$ cat src/rtl/duty_cycle_meter.sv
// Measures period and high time of an asynchronous waveform in CLK cycles and
// derives the integer duty cycle in percent with a 7-step restoring divider.
`timescale 1ns/1ps
module duty_cycle_meter #(
  parameter int unsigned CNT_W = 10
) (
  input  logic             CLK,
  input  logic             reset,
  input  logic             enable,
  input  logic             sig_in,
  output logic [CNT_W-1:0] period,
  output logic [CNT_W-1:0] high_time,
  output logic [6:0]       duty_pct,
  output logic             valid,
  output logic             stuck,
  output logic             overrun
);

  localparam int unsigned DIV_W = CNT_W + 7;
  localparam int unsigned Q_W   = 7;
  localparam logic [CNT_W-1:0] MAX_CNT = {CNT_W{1'b1}};

  typedef enum logic {IDLE, MEAS} state_t;

  state_t           state;
  logic             s1, s2, s3;
  logic [CNT_W-1:0] period_cnt;
  logic [CNT_W-1:0] high_cnt;
  logic [CNT_W-1:0] hold_p;
  logic [CNT_W-1:0] hold_h;
  logic [DIV_W-1:0] div_rem;
  logic [DIV_W-1:0] div_dsh;
  logic [Q_W-2:0]   div_q;
  logic [2:0]       div_iter;
  logic             div_busy;

  logic rise;
  logic div_ge;
  logic cnt_full;

  assign rise     = s2 & ~s3;
  assign div_ge   = (div_rem >= div_dsh);
  assign cnt_full = (period_cnt == MAX_CNT);

  // Quotient is known to fit in 7 bits (H < P), so the divisor starts shifted
  // left by 6 and walks right one position per iteration.
  always_ff @(posedge CLK) begin
    if (reset) begin
      s1         <= 1'b0;
      s2         <= 1'b0;
      s3         <= 1'b0;
      state      <= IDLE;
      period_cnt <= '0;
      high_cnt   <= '0;
      hold_p     <= '0;
      hold_h     <= '0;
      div_rem    <= '0;
      div_dsh    <= '0;
      div_q      <= '0;
      div_iter   <= '0;
      div_busy   <= 1'b0;
      period     <= '0;
      high_time  <= '0;
      duty_pct   <= '0;
      valid      <= 1'b0;
      stuck      <= 1'b0;
      overrun    <= 1'b0;
    end else begin
      s1    <= sig_in;
      s2    <= s1;
      s3    <= s2;
      valid <= 1'b0;

      if (!enable) begin
        state      <= IDLE;
        period_cnt <= '0;
        high_cnt   <= '0;
        overrun    <= 1'b0;
        div_busy   <= 1'b0;
        div_iter   <= '0;
      end else begin
        if (div_busy) begin
          div_iter <= div_iter + 3'd1;
          div_dsh  <= div_dsh >> 1;
          div_q    <= {div_q[Q_W-3:0], div_ge};
          if (div_ge) begin
            div_rem <= div_rem - div_dsh;
          end
          if (div_iter == 3'(Q_W - 1)) begin
            div_busy  <= 1'b0;
            period    <= hold_p;
            high_time <= hold_h;
            duty_pct  <= {div_q, div_ge};
            valid     <= 1'b1;
          end
        end

        case (state)
          IDLE: begin
            if (rise) begin
              state      <= MEAS;
              period_cnt <= CNT_W'(1);
              high_cnt   <= CNT_W'(1);
              stuck      <= 1'b0;
            end
          end
          MEAS: begin
            if (rise) begin
              period_cnt <= CNT_W'(1);
              high_cnt   <= CNT_W'(1);
              stuck      <= 1'b0;
              if (div_busy) begin
                overrun <= 1'b1;
              end else begin
                hold_p   <= period_cnt;
                hold_h   <= high_cnt;
                div_rem  <= DIV_W'(high_cnt) * DIV_W'(100);
                div_dsh  <= DIV_W'(period_cnt) << (Q_W - 1);
                div_q    <= '0;
                div_iter <= '0;
                div_busy <= 1'b1;
              end
            end else if (cnt_full) begin
              // No rise within MAX cycles: report the static level.
              state      <= IDLE;
              period_cnt <= '0;
              high_cnt   <= '0;
              period     <= '0;
              high_time  <= '0;
              duty_pct   <= s2 ? 7'd100 : 7'd0;
              stuck      <= 1'b1;
              valid      <= 1'b1;
            end else begin
              period_cnt <= period_cnt + CNT_W'(1);
              if (s2 && (high_cnt != MAX_CNT)) begin
                high_cnt <= high_cnt + CNT_W'(1);
              end
            end
          end
          default: state <= IDLE;
        endcase
      end
    end
  end

endmodule

$ cat config.mk
export PLATFORM = sky130hd
export DESIGN_NAME = duty_cycle_meter
export DESIGN_NICKNAME = d
export VERILOG_FILES = /design/src/rtl/duty_cycle_meter.sv
export SDC_FILE = /design/constraint.sdc
export NUM_CORES = 1
export LEC_CHECK = 0
export CAP_MARGIN = 20
export CORE_MARGIN = 1
export CORE_UTILIZATION = 67
export CTS_BUF_LIST = sky130_fd_sc_hd__clkbuf_4 sky130_fd_sc_hd__clkbuf_8
export CTS_CLUSTER_SIZE = 12
export DETAILED_ROUTE_END_ITERATION = 12
export PLACE_DENSITY = 0.91
export SETUP_SLACK_MARGIN = 0.3
export SYNTH_ARGS = -nofsm -noshare
export SYNTH_HDL_FRONTEND = slang
export SYNTH_SLANG_ARGS = --single-unit
$ cat constraint.sdc
create_clock -name CLK -period 5.2 [get_ports CLK]
set_clock_uncertainty 0.05 [all_clocks]
set_input_delay 1.04 -clock CLK [delete_from_list [all_inputs] [get_ports CLK]]
set_output_delay 1.04 -clock CLK [all_outputs]
set_load 0.01 [all_outputs]
==> summary.txt <==
leading area contributor after synthesis - sky130_fd_sc_hd__dfxtp_1
number of detailed-routing iterations run before antenna repair - 6
period utilization - 72.73%
num ports - 34
Max IR drop VDD - 0.2658 mV
source of the worst hold timing path - s1
routed len/inst - 19.49 um
layout-stage area growth over the synthesis result - 11.79%
number of antenna cells inserted - 0
synthesis warning total - 0
EDFF count, synth - 0
met2 track demand over resource - 57.96%
number of unique standard cell types used by synthesis - 64
Worst Hold Path Cells - 1
Slew @ Worst Pin - 1.000 ns
run status - completed
worst flop-to-flop path startpoint - high_cnt[2]
DRC marker count from the first detailed-route iteration - 555
CTS H-Tree Depth - 4
Post-synth top flop - sky130_fd_sc_hd__dfxtp_1
share of final-layout standard cells stronger than drive strength 1 - 8.235%
antenna-violating nets left - 0
type of the tightest min-delay check - flop to flop
endpoint of the worst hold-timing path - s2
Synthesized Nets - 798
post-detail-place hpwl - 11510 um
die outline width - 98.74 um
Final TNS setup - 0 ns
data required time at the worst endpoint - 5.47 ns
netlist area before placement - 6270 um2
met3 routing resource usage after global routing - 9.504%
top post-synthesis cells by area - sky130_fd_sc_hd__dfxtp_1 (38%), sky130_fd_sc_hd__ha_1 (11%), sky130_fd_sc_hd__nor2_1 (6.3%)
vertical die dimension - 98.74 um
static leakage - 0.002858 uW
number of buffers created by CTS - 17
Post-synth ARST share - 0%
Reg-to-Reg End - div_rem[16]
CP delay by family, top - adder cells
mean post-synth cell area - 8.565 um2
leftover overflow at the end of global routing - 0
Peak Freq - 264.4 MHz
overall routing resource usage - 35.62%
standard-cell row count - 34
Max transition margin - 32.87%
# clock sinks - 118
layer carrying the most global-route usage - met2
full die area - 9749 um2
clock tree from TritonCTS - done
number of cells produced by synthesis - 732
element type at the critical path end - flop
WP data arrival - 4.06 ns
final cell count without fillers - 873
fin crit period - 3.782 ns
unrepaired setup endpoints after global routing - false
number of input and output port buffers inserted - 33
met1 demand-to-capacity share in global routing - 42.57%
area share of the largest cell type after synthesis - 37.68%
depth of the worst register-to-register path - 11
initial antenna violation count - 0
drt via density - 6.617
number of nets in the layout - 819
portion of the post-synthesis area used by sequential elements - 37.68%
setup slack after placement - 1.483 ns
initial core utilization - 70.52%
Final setup violation count - 0
Root Buffer Master - sky130_fd_sc_hd__clkbuf_8
critical path startpoint category - flop
most common cell type on the critical path - sky130_fd_sc_hd__ha_1
Critical-path top delay cell - sky130_fd_sc_hd__dfxtp_1
largest incremental delay on the critical path - 0.56 ns
worst-case register-to-register setup slack - 1.42 ns
largest net degree at the start of global routing - 91
first-pass GRT wire length - 26790 um
clock-pin slew on the worst setup and hold paths - 0.08 ns
clock insertion delay at the later pin of the skew report - 0.44 ns
slack of the critical path - 1.418 ns
remaining routing DRC violations - 0
crit path max fanout - 5
total power density per cell area - 263.0 nW/um2
via count of the first global-routing pass - 5567
number of maximum-capacitance constraint violations - 0
number of cells in the design after placement - 842
gpl congestion - 0.9447
worst-case clock buffer depth - 2
core area - 8891 um2
total chip power - 1843 uW
register bit total from synthesis - 118
pins over their slew limit - 0
number of buffers inserted to repair setup after CTS - 0
vias post-DR - 5777
Worst Setup Path Type - flop to flop
Post-Route WL - 17020 um
number of instances resized during post-cts repair - 0
cell-by-cell listing of the critical path - ha_1, ha_1, fa_1, ha_1, a21oi_1, o211ai_1, o41ai_1, o21ai_0, xnor2_1, nor3_1, a211o_1
cts-stage hold buffer count - 0
CP Buf/Inv Count - 0
total count of hold-check failures in the final report - 0
-- cells in the mapped netlist (all sizes together) (4+ instances only) --
cell type / n
a22oi: 36
xor2: 17
nand2b: 7
nand4: 12
and3: 4
a21o: 4
o22ai: 22
nand3: 13
nor2: 108
o211ai: 4
o21a: 4
xnor2: 19
nand2: 55
nor2b: 5
a211oi: 11
a31oi: 5
fa: 6
inv: 48
ha: 56
clkbuf: 17
a21oi: 43
dfxtp: 118
nor3: 34
o21ai: 24
buf: 17
-- how the worst max path moves through the flow --
stage	startpoint	end	slack [ns]	cells past startpoint
after global placement	enable	div_rem[12]	1.61	6
after CTS	high_cnt[5]	div_rem[15]	1.50	13
after detailed placement	enable	div_rem[14]	1.48	6
after floorplan	high_cnt[3]	div_rem[16]	2.03	11
after global routing	high_cnt[2]	div_rem[16]	1.23	11
final	high_cnt[2]	div_rem[16]	1.42	11
-- cells in the final DEF (no fill, tap or decap), drive strengths merged, types with 7 or more instances in the layout --
cell type	Yosys	routed
inv	48	50
nor2	108	108
xnor2	19	19
clkdlybuf4s50	0	32
o21ai	24	24
nand3	13	13
nand2	55	55
nand4	12	12
nand2b	7	7
o22ai	22	22
dfxtp	118	118
nor3	34	34
ha	56	56
a211oi	11	11
clkinv	0	8
a21oi	43	43
a22oi	36	36
clkbuf	17	17
xor2	17	17
-- layer usage --
layer	wire length, um	part of all wire (%)
met2	8080	47
met1	6656	39
met3	1472	8.7
met5	0	0
met4	807	4.7
-- power by group --
group,switching (uW),internal (uW),leakage (uW)
combinational,42.8,17.5,0.00170
sequential,3.72,906,0.000951
clock,398,476,0.000206
total,444,1400,0.00286
-- through the flow --
stage                     area, um2  hold WS (ns)  util, %
after floorplan                6270        0.3638        -
after global placement         6593        0.3763    74.15
after detailed placement       6598        0.3803    74.20
after CTS                      7009        0.4072    78.83
after global routing           7009        0.4114    78.83
final                          7009        0.4022    78.83
-- sequential cells by signal, summed over array words and instances, names as in the netlist, 3 cells and up --
name	cells
div_dsh	17
div_rem	17
high_cnt	10
high_time	10
hold_h	10
hold_p	10
period	10
period_cnt	10
duty_pct	7
div_q	6
div_iter	3
-- layout make-up --
type | count | area, um2
Inverter | 48 | 180.2
Multi-Input combinational cell | 532 | 3575
Tap cell | 108 | 135.1
Clock buffer | 17 | 234.0
Clock inverter | 14 | 177.7
Sequential cell | 118 | 2362
Timing Repair Buffer | 36 | 345.3
Fill cell | 543 | 1882
-- cell families after synthesis --
logic type / Yosys count / share of synthesized area [%]
AOI/OAI and AO/OA: 181 / 19.96
DFF: 118 / 37.68
adders and majority gates: 62 / 13.09
and+or+nand+nor: 248 / 18.08
buffers and inverters: 82 / 5.308
muxes: 5 / 0.8581
xor gates and xnor gates: 36 / 5.029
(Power assumes the default switching activity.)
